### src/rtl/traffic_pkg.sv
// Shared phase encodings and lamp patterns for the two-road phase arbiter.
package traffic_pkg;

    typedef enum logic [1:0] {
        PH_AG = 2'd0,
        PH_AY = 2'd1,
        PH_BG = 2'd2,
        PH_BY = 2'd3
    } phase_e;

    // Lamp order: {A_red, A_yel, A_grn, B_red, B_yel, B_grn}
    localparam logic [5:0] LED_AG = 6'b001_100;
    localparam logic [5:0] LED_AY = 6'b010_100;
    localparam logic [5:0] LED_BG = 6'b100_001;
    localparam logic [5:0] LED_BY = 6'b100_010;

endpackage

### src/rtl/sensor_latch.sv
// Car-sensor front end: two-flop synchronizer feeding a sticky request flop.
module sensor_latch (
    input  logic clk,
    input  logic rst,
    input  logic sensor,
    input  logic block,
    input  logic clear,
    output logic req
);

    logic sync1_q, sync2_q;
    logic req_q, req_d;

    // Clear wins over a same-cycle sensor hit so the entering green starts clean.
    always_comb begin
        req_d = req_q;
        if (clear)
            req_d = 1'b0;
        else if (sync2_q && !block)
            req_d = 1'b1;
    end

    always_ff @(posedge clk or posedge rst) begin
        if (rst) begin
            sync1_q <= 1'b0;
            sync2_q <= 1'b0;
            req_q   <= 1'b0;
        end else begin
            sync1_q <= sensor;
            sync2_q <= sync1_q;
            req_q   <= req_d;
        end
    end

    assign req = req_q;

endmodule

### src/rtl/traffic_phase_arbiter.sv
// Sensor-driven green/yellow/red sequencer for roads A and B with per-road
// remaining-seconds outputs for the display path.
module traffic_phase_arbiter
    import traffic_pkg::*;
#(
    parameter int GREEN_A = 25,
    parameter int GREEN_B = 20,
    parameter int YELLOW  = 5
) (
    input  logic       clk_50M,
    input  logic       reset_btn,
    input  logic       tick_1hz,
    input  logic       AS,
    input  logic       BS,
    output logic [1:0] state,
    output logic [5:0] led,
    output logic [5:0] A_time,
    output logic [5:0] B_time
);

    localparam logic [5:0] GA6  = 6'(GREEN_A);
    localparam logic [5:0] GB6  = 6'(GREEN_B);
    localparam logic [5:0] YEL6 = 6'(YELLOW);

    phase_e     phase_q, phase_d;
    logic [5:0] cnt_q, cnt_d;
    logic       req_a, req_b;
    logic       clear_a, clear_b;

    sensor_latch u_lat_a (
        .clk    (clk_50M),
        .rst    (reset_btn),
        .sensor (AS),
        .block  (phase_q == PH_AG),
        .clear  (clear_a),
        .req    (req_a)
    );

    sensor_latch u_lat_b (
        .clk    (clk_50M),
        .rst    (reset_btn),
        .sensor (BS),
        .block  (phase_q == PH_BG),
        .clear  (clear_b),
        .req    (req_b)
    );

    // Count down on ticks; at expiry either hand over or reload the same green.
    always_comb begin
        phase_d = phase_q;
        cnt_d   = cnt_q;
        if (tick_1hz) begin
            if (cnt_q > 6'd1) begin
                cnt_d = cnt_q - 6'd1;
            end else begin
                unique case (phase_q)
                    PH_AG: begin
                        if (req_b) begin
                            phase_d = PH_AY;
                            cnt_d   = YEL6;
                        end else begin
                            cnt_d   = GA6;
                        end
                    end
                    PH_AY: begin
                        phase_d = PH_BG;
                        cnt_d   = GB6;
                    end
                    PH_BG: begin
                        if (req_a) begin
                            phase_d = PH_BY;
                            cnt_d   = YEL6;
                        end else begin
                            cnt_d   = GB6;
                        end
                    end
                    PH_BY: begin
                        phase_d = PH_AG;
                        cnt_d   = GA6;
                    end
                    default: begin
                        phase_d = PH_AG;
                        cnt_d   = GA6;
                    end
                endcase
            end
        end
    end

    assign clear_a = (phase_q == PH_BY) && (phase_d == PH_AG);
    assign clear_b = (phase_q == PH_AY) && (phase_d == PH_BG);

    always_ff @(posedge clk_50M or posedge reset_btn) begin
        if (reset_btn) begin
            phase_q <= PH_AG;
            cnt_q   <= GA6;
        end else begin
            phase_q <= phase_d;
            cnt_q   <= cnt_d;
        end
    end

    // The road still waiting behind a green also sits through the yellow.
    always_comb begin
        state  = phase_q;
        led    = LED_AG;
        A_time = cnt_q;
        B_time = cnt_q;
        unique case (phase_q)
            PH_AG: begin
                led    = LED_AG;
                B_time = cnt_q + YEL6;
            end
            PH_AY: led = LED_AY;
            PH_BG: begin
                led    = LED_BG;
                A_time = cnt_q + YEL6;
            end
            PH_BY: led = LED_BY;
            default: led = LED_AG;
        endcase
    end

endmodule

### config.mk
export PLATFORM = sky130hd
export DESIGN_NAME = traffic_phase_arbiter
export DESIGN_NICKNAME = d
export VERILOG_FILES = /design/src/rtl/traffic_pkg.sv /design/src/rtl/sensor_latch.sv /design/src/rtl/traffic_phase_arbiter.sv
export SDC_FILE = /design/constraint.sdc
export NUM_CORES = 1
export LEC_CHECK = 0
export BUFFER_PORTS_ARGS = -buffer_cell sky130_fd_sc_hd__buf_2
export CORE_MARGIN = 5
export CORE_UTILIZATION = 43
export DETAILED_ROUTE_END_ITERATION = 10
export GPL_TIMING_DRIVEN = 0
export PLACE_DENSITY = 0.65
export SETUP_SLACK_MARGIN = 0.3
export SLEW_MARGIN = 10
export SYNTH_ARGS = -nofsm -noshare
export SYNTH_HDL_FRONTEND = slang
export SYNTH_SLANG_ARGS = --single-unit
### constraint.sdc
create_clock -name clk_50M -period 3.2 [get_ports clk_50M]
set_input_delay 0.96 -clock clk_50M [delete_from_list [all_inputs] [get_ports clk_50M]]
set_output_delay 0.96 -clock clk_50M [all_outputs]
set_load 0.03 [all_outputs]
**Word-level counts from Yosys, hierarchy flattened**

Index checks and enable logic that the tools add are counted.

- Flip-flop bits (word level): 14
- Latch bits: 0
- Bits in writable memories: 0
- Bits in read-only memories: 0
- Input bits: 5
- Output and inout port bits: 20
- Word-level logic and storage cells: 41
- Memories kept: 0

- $add $sub $neg: 2
- Multiply operators: 0
- Divide/modulo/power cells: 0
- Magnitude comparators: 1
- Equality and inequality tests: 4
- Shifts and indexed selects: 0
- Muxes and demuxes: 16
- Bitwise gates (word level): 0
- Reductions and logical operators: 10

Operator list:

| operator | number |
|---|---|
| one-hot mux 6 bit (4 select lines) | 2 |
| two-way mux 6 bit | 3 |
| two-way mux 5 bit | 2 |
| two-way mux 2 bit | 4 |
| one-hot mux 2 bit (4 select lines) | 1 |
| adder 6 x 3 -> 6 bit (second input constant) | 1 |
| equality test 2 bit (second input constant) | 3 |
| greater-than comparator 6 x 1 -> 1 bit (second input constant) | 1 |
| subtractor 6 x 1 -> 6 bit (second input constant) | 1 |
| logical AND 1 bit | 4 |
| logical NOT 2 bit | 2 |
| two-way mux 1 bit | 4 |
| nonzero test 2 bit | 2 |
| equality test 2 x 1 -> 1 bit (second input constant) | 1 |
| logical NOT 1 bit | 2 |

**Depth between registers and ports, before layout**

Gate-level depths: netlist (run 1).

- Word-level depth: 7
- Gate-level depth with buffers: 8
- Depth with buffers taken out: 7

**By module**

Synthesis (run 1) repeated with hierarchy kept, for this count alone.

- Cell total of the unflattened synthesis: 111
- Area, all modules: 1031.0 sq um

By module, submodules not included:

| module | instances | cells each | area an instance (sq um) | sequential area each (sq um) |
|---|---|---|---|---|
| traffic_phase_arbiter | 1 | 97 | 835.8 | 203.9 |
| sensor_latch | 2 | 7 | 97.6 | 75.1 |

**Worst setup path after synthesis (run 1)**

Ideal clock, no wire load.

- Path kind: reg-to-output
- From: register phase_q[0], in the netlist state[0]
- To: output port B_time[4]
- Data arrival time: 2.079 ns
- Data required time: 2.240 ns
- Path slack: 0.161 ns
- Stages on the path, launching flop included: 6
- Path buffers: 1
- Path through: dfrtp_1 > inv_1 > ha_1 > clkbuf_1 > o211ai_1 > xnor2_1

- Cells in the longest elaborated chain, start to end: 2

Ends and longest elaborated chain:

| what | RTL line | text |
|---|---|---|
| from (decl) | traffic_phase_arbiter.sv:25 | `phase_e phase_q, phase_d;` |
| from (signal assigned) | traffic_phase_arbiter.sv:98 | `phase_q <= phase_d;` |
| logical NOT 2 bit | traffic_phase_arbiter.sv:109 | `unique case (phase_q)` |
| two-way mux 6 bit | traffic_phase_arbiter.sv:109 |  |
| to (decl) | traffic_phase_arbiter.sv:18 | `output logic [5:0] B_time` |

Every way passes these cells.

**Worst setup path in the final report (run 1)**

Same ends and word-level chain as after synthesis.

==> flow_metrics.env, run 1 <==
export IMPL_fin_setup_tns_ns=0
export IMPL_coreArea_sq_um=2190
export IMPL_clkLatencyLatePin_ns=0.29
export IMPL_worst_endpoint_required_ns=2.24
export IMPL_grt_max_degree=15
export IMPL_cts_htree_levels=1
export IMPL_antenna_cells_inserted=0
export IMPL_tightest_slew_ns=0.571
export IMPL_cts_buffers=3
export IMPL_clk_path_buf_depth=2
export IMPL_cpPeakStageDelay_ns=0.44
export IMPL_ctsHoldBuffers=0
export IMPL_synth_mux_area_share_pct=3.20
export IMPL_nNetsFinal=149
export IMPL_pin_count=25
export IMPL_dp_hpwl_mm=1.70
export IMPL_yosys_warnings=0
export IMPL_final_cell_mix="24 x buf_2, 11 x dfrtp_1, 9 x inv_1, 9 x nand2_1, 8 x xnor2_2"
export IMPL_crit_type="flop to output port"
export IMPL_status="complete, no violations"
export IMPL_syn_mean_instance_area_sq_um=9.06
export IMPL_cp_slowest_cell="dfrtp_1"
export IMPL_synthCells=108
export IMPL_first_global_vias=845
export IMPL_max_freq_mhz=361
export IMPL_crit_buf_inv=3
export IMPL_fp_dieW_um=57.7
export IMPL_holdCritPathClass="flop to flop"
export IMPL_drc=0
export IMPL_floorplan_initialDensity_pct=44.7
export IMPL_postRouteWirelength_mm=2.18
export IMPL_fin_crit_ns=2.77
export IMPL_wl_per_cell_um=13.3
export IMPL_synth_top_family_by_area="simple AND/OR/NAND/NOR gates"
export IMPL_grt_pass1_wl_mm=3.75
export IMPL_dr_pass1_iters=4
export IMPL_cts_tree="yes"
export IMPL_synth_async_reset_ratio_pct=100
export IMPL_layout_commonest_cell="buf_2"
export IMPL_area_growth_synth_to_final_pct=26.0
export IMPL_cts_root_buf="clkbuf_4"
export IMPL_drt_iter0_drc=5
export IMPL_synth_seq_cells=14
export IMPL_r2r_setup_slack_ns=0.96
export IMPL_synth_edf_count=0
export IMPL_row_count=17
export IMPL_max_cap_violations=0
export IMPL_gp_congestion=0.863
export IMPL_clock_sinks=14
export IMPL_vias=881
export IMPL_drive_gt1_share_pct=37.5
export IMPL_cp_max_fo=10
export IMPL_path_cells="inv_1 > ha_2 > clkbuf_4 > o211ai_1 > xnor2_2 > buf_2"
export IMPL_grt_total_usage_pct=14.7
export IMPL_syn_nets=120
export IMPL_ant_nets=0
export IMPL_rsz0062_at_grt="true"
export IMPL_yosysSeqAreaShare_pct=36.2
export IMPL_drv_slew=0
export IMPL_synthAdderAreaFrac_pct=8.95
export IMPL_clk_pin_slew_ns=0.09
export IMPL_synth_xor_xnor_area_share_pct=9.85
export IMPL_critPathCaptureType="output port"
export IMPL_finalCritPeriodShare_pct=86.7
export IMPL_dieHeight_um=57.7
export IMPL_yosysUniqueCellTypes=38
export IMPL_die_area_sq_um=3330
export IMPL_final_hold_violation_count=0
export IMPL_port_buffers=24
export IMPL_synth_compound_area_share_pct=16.5
export IMPL_setup_viol=0
export IMPL_syn_area_sq_um=978
export IMPL_synthSimpleGateAreaFrac_pct=18.4
export IMPL_crit_arrival_ns=1.81
export IMPL_grt_antenna_before_repair=0
export IMPL_synthFlopType="dfrtp_1"
export IMPL_overflow=0
export IMPL_avgViaCountPerCell=5.37
export IMPL_cp_start_kind="flop"
export IMPL_skew_ns=0.0147
export IMPL_critPathTopFamily="buffers and inverters"
export IMPL_maxSlewHeadroom_pct=61.4
-- sequential cells by signal, indices dropped and copies added, names as in the netlist --
register         count
u_lat_a.sync2_q      1
state                2
u_lat_b.req          1
cnt_q                6
u_lat_a.req          1
u_lat_b.sync1_q      1
u_lat_b.sync2_q      1
u_lat_a.sync1_q      1
-- layout make-up --
cell class / count / area (sq um)
fill: 212 / 958
multi-input combinational: 77 / 619
sequential: 14 / 354
timing repair buffer: 24 / 120
buffer: 7 / 40.0
inverter: 10 / 37.5
tap: 28 / 35.0
clock buffer: 4 / 26.3
-- cell usage after synthesis (all sizes together), types with 3 or more instances --
library cell  count  area, sq um
a21oi             5         25.0
clkbuf            5         18.8
dfrtp            11          275
dfstp             3         78.8
ha                7         87.6
inv              10         37.5
nand2             9         33.8
nor2              6         22.5
nor3              3         20.0
o21ai             4         23.8
o31ai             3         22.5
xnor2             8         70.1
xor2              3         26.3
-- what timing repair did --
item,4_1_cts,5_1_grt
hold endpoints to repair,0,0
endpoints found under the setup margin,6,8
gates cloned,0,0
buffers inserted,0,0
resized for setup,2,8
-- metal layers --
metal	global-route usage (%)	wire length [um]
met2	24.2	1030
met1	17.7	943
met3	3.79	164
met4	7.28	46
met5	0	0
-- metrics by stage --
stage | area, sq um | instances | hold slack, ns | worst slack (ns) | util, %
after floorplan | 1040 | 108 | 0.331 | 0.298 | -
after global placement | 1190 | 160 | 0.332 | 0.497 | 54.5
after detailed placement | 1190 | 160 | 0.337 | 0.438 | 54.5
after CTS | 1220 | 164 | 0.354 | 0.315 | 55.8
after global routing | 1230 | 164 | 0.373 | 0.288 | 56.3
final | 1230 | 164 | 0.350 | 0.427 | 56.3
-- worst paths after layout --
path                            startpoint  depth (start not counted)               to
min in group asynchronous        reset_btn                          2  u_lat_a.sync2_q
hold reg to reg            u_lat_b.sync1_q                          0  u_lat_b.sync2_q
setup / recovery                  state[0]                          6        B_time[4]
setup reg to reg                  cnt_q[0]                          7      u_lat_a.req
max in group asynchronous        reset_btn                          2         cnt_q[4]
hold / removal             u_lat_b.sync1_q                          0  u_lat_b.sync2_q
-- cell families after synthesis --
group                    after synthesis
AO/OA/AOI/OAI                         24
XOR/XNOR                              11
flip-flops                            14
AND/OR/NAND/NOR                       32
buffers and inverters                 17
adder cells (fa/ha/maj)                7
multiplexers                           3
Power of run 1 is not shown: default switching activity piles up to over one toggle a cycle in this logic, so the estimate is an artifact.
==> inputs of run 2 (changes only) <==
Settings changed: PLACE_DENSITY 0.65 to not set, PLACE_DENSITY_LB_ADDON set to 0.12.
==> run 2 against run 1 <==
  * Critical path depth did not move
  * Highest routed layer unchanged
  * Cell area is 0.10% lower
  * Global-route usage rose by 0.58 points
  * Largest cell class unchanged
  * Fmax grew 1.4%
==> flow_metrics.env, run 2 (same netlist as run 1, synthesis figures left out) <==
export IMPL_dp_hpwl_mm=1.75
export IMPL_maxSlewHeadroom_pct=60.4
export IMPL_r2r_setup_slack_ns=0.93
export IMPL_max_cap_violations=0
export IMPL_coreArea_sq_um=2190
export IMPL_fp_dieW_um=57.7
export IMPL_largest_register_ffs=6
export IMPL_fin_crit_ns=2.73
export IMPL_fillers=198
export IMPL_setup_viol=0
export IMPL_postRouteWirelength_mm=2.22
export IMPL_grtUsageMet2_pct=25.2
export IMPL_floorplan_initialDensity_pct=44.7
export IMPL_fin_hold_ws_ns=0.358
export IMPL_skew_ns=0.00658
export IMPL_tightest_slew_ns=0.585
export IMPL_layout_commonest_cell="buf_2"
export IMPL_crit_arrival_ns=1.77
export IMPL_grt_total_usage_pct=15.3
export IMPL_cp_slowest_cell="dfrtp_1"
export IMPL_path_cells="inv_1 > ha_1 > buf_4 > nand4_1 > xnor2_2 > buf_2"
export IMPL_cts_root_buf="clkbuf_4"
export IMPL_wl_per_cell_um=13.5
export IMPL_dp_slack_ns=0.473
export IMPL_worst_endpoint_required_ns=2.24
export IMPL_final_hold_violation_count=0
export IMPL_finalInstanceArea_sq_um=1230
export IMPL_row_count=17
export IMPL_ant_nets=0
export IMPL_antenna_cells_inserted=0
export IMPL_first_global_vias=898
export IMPL_pin_count=25
export IMPL_cp_max_fo=10
export IMPL_cts_tree="yes"
export IMPL_grt_util_met1_pct=17.9
export IMPL_placed_area_sq_um=1190
export IMPL_grt_pass1_wl_mm=3.93
export IMPL_vias=859
export IMPL_fin_setup_tns_ns=0
export IMPL_dieHeight_um=57.7
export IMPL_nNetsFinal=149
export IMPL_rsz0062_at_grt="false"
export IMPL_clkLatencyLatePin_ns=0.28
export IMPL_grt_antenna_before_repair=0
export IMPL_cts_buffers=3
export IMPL_seq_area_sq_um=354
export IMPL_drive_gt1_share_pct=37.5
export IMPL_drv_slew=0
export IMPL_gp_congestion=0.842
export IMPL_clk_path_buf_depth=2
export IMPL_status="complete, no violations"
export IMPL_dr_pass1_iters=4
export IMPL_cts_htree_levels=1
export IMPL_critPathCaptureType="output port"
export IMPL_final_cell_mix="25 x buf_2, 11 x dfrtp_1, 9 x inv_1, 9 x nand2_1, 8 x xnor2_2"
export IMPL_drc=0
export IMPL_die_area_sq_um=3330
export IMPL_multi_input_area_sq_um=617
export IMPL_drt_iter0_drc=19
export IMPL_use_met3_pct=2.45
export IMPL_max_freq_mhz=366
export IMPL_largest_register="cnt_q"
export IMPL_crit_type="flop to output port"
export IMPL_holdCritPathClass="flop to flop"
export IMPL_port_buffers=24
export IMPL_clk_pin_slew_ns=0.09
export IMPL_finalCritPeriodShare_pct=85.4
export IMPL_cpPeakStageDelay_ns=0.43
export IMPL_area_growth_synth_to_final_pct=25.8
export IMPL_grt_max_degree=15
export IMPL_cp_start_kind="flop"
export IMPL_grt_busiest_layer="met2"
export IMPL_fin_ws_ns=0.466
export IMPL_overflow=0
export IMPL_avgViaCountPerCell=5.24
export IMPL_clock_sinks=14
==> run 2: worst paths after layout <==
path | start | end | depth (start not counted)
worst min-delay path | u_lat_b.sync1_q | u_lat_b.sync2_q | 0
worst max-delay path | state[0] | B_time[5] | 6
max in group asynchronous | reset_btn | cnt_q[3] | 2
worst max register to register | cnt_q[0] | u_lat_a.req | 7
min in group asynchronous | reset_btn | u_lat_a.req | 2
worst min register to register | u_lat_b.sync1_q | u_lat_b.sync2_q | 0
==> run 2: metal layers <==
| metal | up-vias | part of all wire, % |
|---|---|---|
| met4 | 0 | 3.5 |
| met1 | 395 | 41 |
| met2 | 28 | 50 |
| li1 | 430 | - |
| met5 | - | 0 |
| met3 | 6 | 6.0 |
==> run 2: stage by stage <==
step | util (%) | instances
finish | 56.2 | 164
global route | 56.2 | 164
CTS | 55.9 | 164
detailed placement | 54.5 | 160
global placement | 54.5 | 160
floorplan | - | 108
==> run 2: repair_timing <==
action	in CTS	in global routing
endpoints found under the setup margin	7	8
hold endpoints to repair	0	0
setup buffers	0	0
hold buffers	0	0
gates cloned	0	0
gates resized for setup	3	9
==> run 2: worst max-delay path, delay by kind of cell (launching register included) <==
kind | cells | cell delay, ns
buffers and inverters | 3 | 0.54
AND/OR/NAND/NOR | 1 | 0.15
adder cells (fa/ha/maj) | 1 | 0.23
flip-flops | 1 | 0.43
XOR/XNOR | 1 | 0.14
==> run 2: final cells by class <==
cell class	instances	share of cell area [%]
multi-input cells	77	50.1
flip-flops and latches	14	28.8
repair buffers	24	9.76
plain buffers	7	3.35
inverters	10	3.05
well taps	28	2.85
clock buffers	4	2.13
Power of run 2 is left out for the same reason.
==> inputs of run 3 (changes only) <==
Clock period 3.2 ns to 2.3 ns, I/O delays scaled along.
==> run 3 against run 2 <==
  * The flow now finishes with violations (negative setup slack)
  * Setup slack lost 0.53 ns
  * Via count rose by 19%
  * Cell area rose by 50%
  * Largest cell class unchanged
  * Clock skew about the same
  * Cell count is 18% higher
  * Worst hold slack improved by 0.0011 ns
  * First-iteration DRC count up 5.3%
  * Critical path depth unchanged
  * Non-clock buffer count up 29
  * Wire length up 41%
==> flow_metrics.env, run 3 (same netlist as run 1, synthesis figures left out) <==
export IMPL_clk_pin_slew_ns=0.09
export IMPL_clkLatencyLatePin_ns=0.29
export IMPL_cts_buffers=3
export IMPL_grt_max_degree=15
export IMPL_violations="negative setup slack"
export IMPL_critPathTopFamily="flip-flops"
export IMPL_coreArea_sq_um=2190
export IMPL_dieHeight_um=57.7
export IMPL_placed_area_sq_um=1300
export IMPL_cp_slowest_cell="dfrtp_2"
export IMPL_grt_antenna_before_repair=0
export IMPL_holdCritPathClass="flop to flop"
export IMPL_gp_congestion=0.891
export IMPL_antenna_cells_inserted=0
export IMPL_row_count=17
export IMPL_port_buffers=24
export IMPL_worst_endpoint_required_ns=1.61
export IMPL_final_cell_mix="24 x buf_4, 21 x buf_6, 9 x dfrtp_1"
export IMPL_clock_sinks=14
export IMPL_overflow=0
export IMPL_use_met3_pct=3.34
export IMPL_cpPeakStageDelay_ns=0.44
export IMPL_grt_busiest_layer="met2"
export IMPL_cp_max_fo=5
export IMPL_grt_util_met1_pct=21.8
export IMPL_grtUsageMet2_pct=32.1
export IMPL_cts_root_buf="clkbuf_4"
export IMPL_avgViaCountPerCell=5.31
export IMPL_clk_path_buf_depth=2
export IMPL_min_path_cells=0
export IMPL_tightest_slew_ns=0.797
export IMPL_largest_register_ffs=6
export IMPL_vias=1025
export IMPL_final_hold_violation_count=0
export IMPL_cts_tree="yes"
export IMPL_pin_count=25
export IMPL_die_area_sq_um=3330
export IMPL_status="complete, but fails checks"
export IMPL_skew_ns=0.00637
export IMPL_critPathCaptureType="output port"
export IMPL_wl_per_cell_um=16.1
export IMPL_crit_arrival_ns=1.67
export IMPL_drv_slew=0
export IMPL_largest_register="cnt_q"
export IMPL_finalCritPeriodShare_pct=103
export IMPL_floorplan_initialDensity_pct=44.7
export IMPL_drc=0
export IMPL_ant_nets=0
export IMPL_dr_pass1_iters=4
export IMPL_nNetsFinal=178
export IMPL_fp_dieW_um=57.7
export IMPL_dp_hpwl_mm=1.73
export IMPL_cts_htree_levels=1
export IMPL_max_cap_violations=0
export IMPL_finalInstanceArea_sq_um=1850
export IMPL_maxSlewHeadroom_pct=46.9
export IMPL_cp_depth=6
export IMPL_max_freq_mhz=423
export IMPL_area_growth_synth_to_final_pct=89.0
export IMPL_setup_viol=3
export IMPL_drt_iter0_drc=20
export IMPL_rsz0062_at_grt="true"
export IMPL_fin_crit_ns=2.36
export IMPL_fin_ws_ns=-0.0643
export IMPL_cp_start_kind="flop"
export IMPL_r2r_cells=6
export IMPL_layout_commonest_cell="buf_4"
export IMPL_postRouteWirelength_mm=3.12
export IMPL_drive_gt1_share_pct=64.8
export IMPL_grt_total_usage_pct=18.8
export IMPL_crit_type="flop to output port"
export IMPL_ctsHoldBuffers=0
export IMPL_grt_pass1_wl_mm=4.82
export IMPL_crit_buf_inv=3
export IMPL_path_cells="inv_2 > ha_4 > clkbuf_16 > nand4_1 > xnor2_4 > buf_6"
export IMPL_first_global_vias=1021
-- run 3: cell count changes in the layout (fill, tap and decap cells not counted), moves of 3 or more --
cell	previous run	this run
buf_4	2	24
buf_6	0	21
buf_2	25	7
ha_1	7	1
ha_4	0	5
inv_1	9	5
nand2_1	9	5
buf_8	0	3
inv_4	0	3
nand2_2	0	3
xnor2_2	8	5
xnor2_4	0	3
-- run 3: area by class of cell --
| cell class | instances | area [sq um] |
|---|---|---|
| multi-input combinational | 77 | 811 |
| timing repair buffer | 53 | 459 |
| sequential | 14 | 357 |
| fill | 109 | 342 |
| buffer | 7 | 106 |
| inverter | 10 | 45.0 |
| clock buffer | 4 | 36.3 |
| tap | 28 | 35.0 |
-- run 3: path summary, 6_finish.rpt --
path / from / slack [ns] / endpoint
worst max register to register: cnt_q[4] / 0.23 / u_lat_a.req
worst min register to register: u_lat_b.sync1_q / 0.36 / u_lat_b.sync2_q
worst min-delay path: u_lat_b.sync1_q / 0.36 / u_lat_b.sync2_q
max in group asynchronous: reset_btn / 1.48 / state[1]
worst max-delay path: state[1] / -0.06 / B_time[5]
min in group asynchronous: reset_btn / 0.43 / u_lat_b.req
-- run 3: routing by layer --
layer / vias to the layer above / wire length [um]
met2: 46 / 1620
met1: 481 / 1160
li1: 486 / -
met3: 12 / 177
met4: 0 / 156
met5: - / 0
-- run 3: stage by stage --
| stage | hold slack (ns) | std cells | TNS, ns | util (%) | setup WS, ns |
|---|---|---|---|---|---|
| 4_1_cts | 0.362 | 181 | -0.276 | 76.4 | -0.0927 |
| 3_3_place_gp | 0.336 | 160 | -0.133 | 59.5 | -0.0606 |
| 5_1_grt | 0.375 | 193 | -0.652 | 84.4 | -0.137 |
| 2_1_floorplan | 0.331 | 108 | 0 | - | 0.102 |
| 3_5_place_dp | 0.342 | 160 | -0.188 | 59.5 | -0.0855 |
| 6_report | 0.359 | 193 | -0.133 | 84.4 | -0.0643 |
-- run 3: what timing repair did --
item | in CTS | in global routing
pin swaps | 16 | 15
gates cloned | 0 | 0
endpoints found under the setup margin | 16 | 21
hold endpoints to repair | 0 | 0
gates resized for setup | 54 | 23
setup buffers | 17 | 12
Power of run 3 is left out for the same reason.
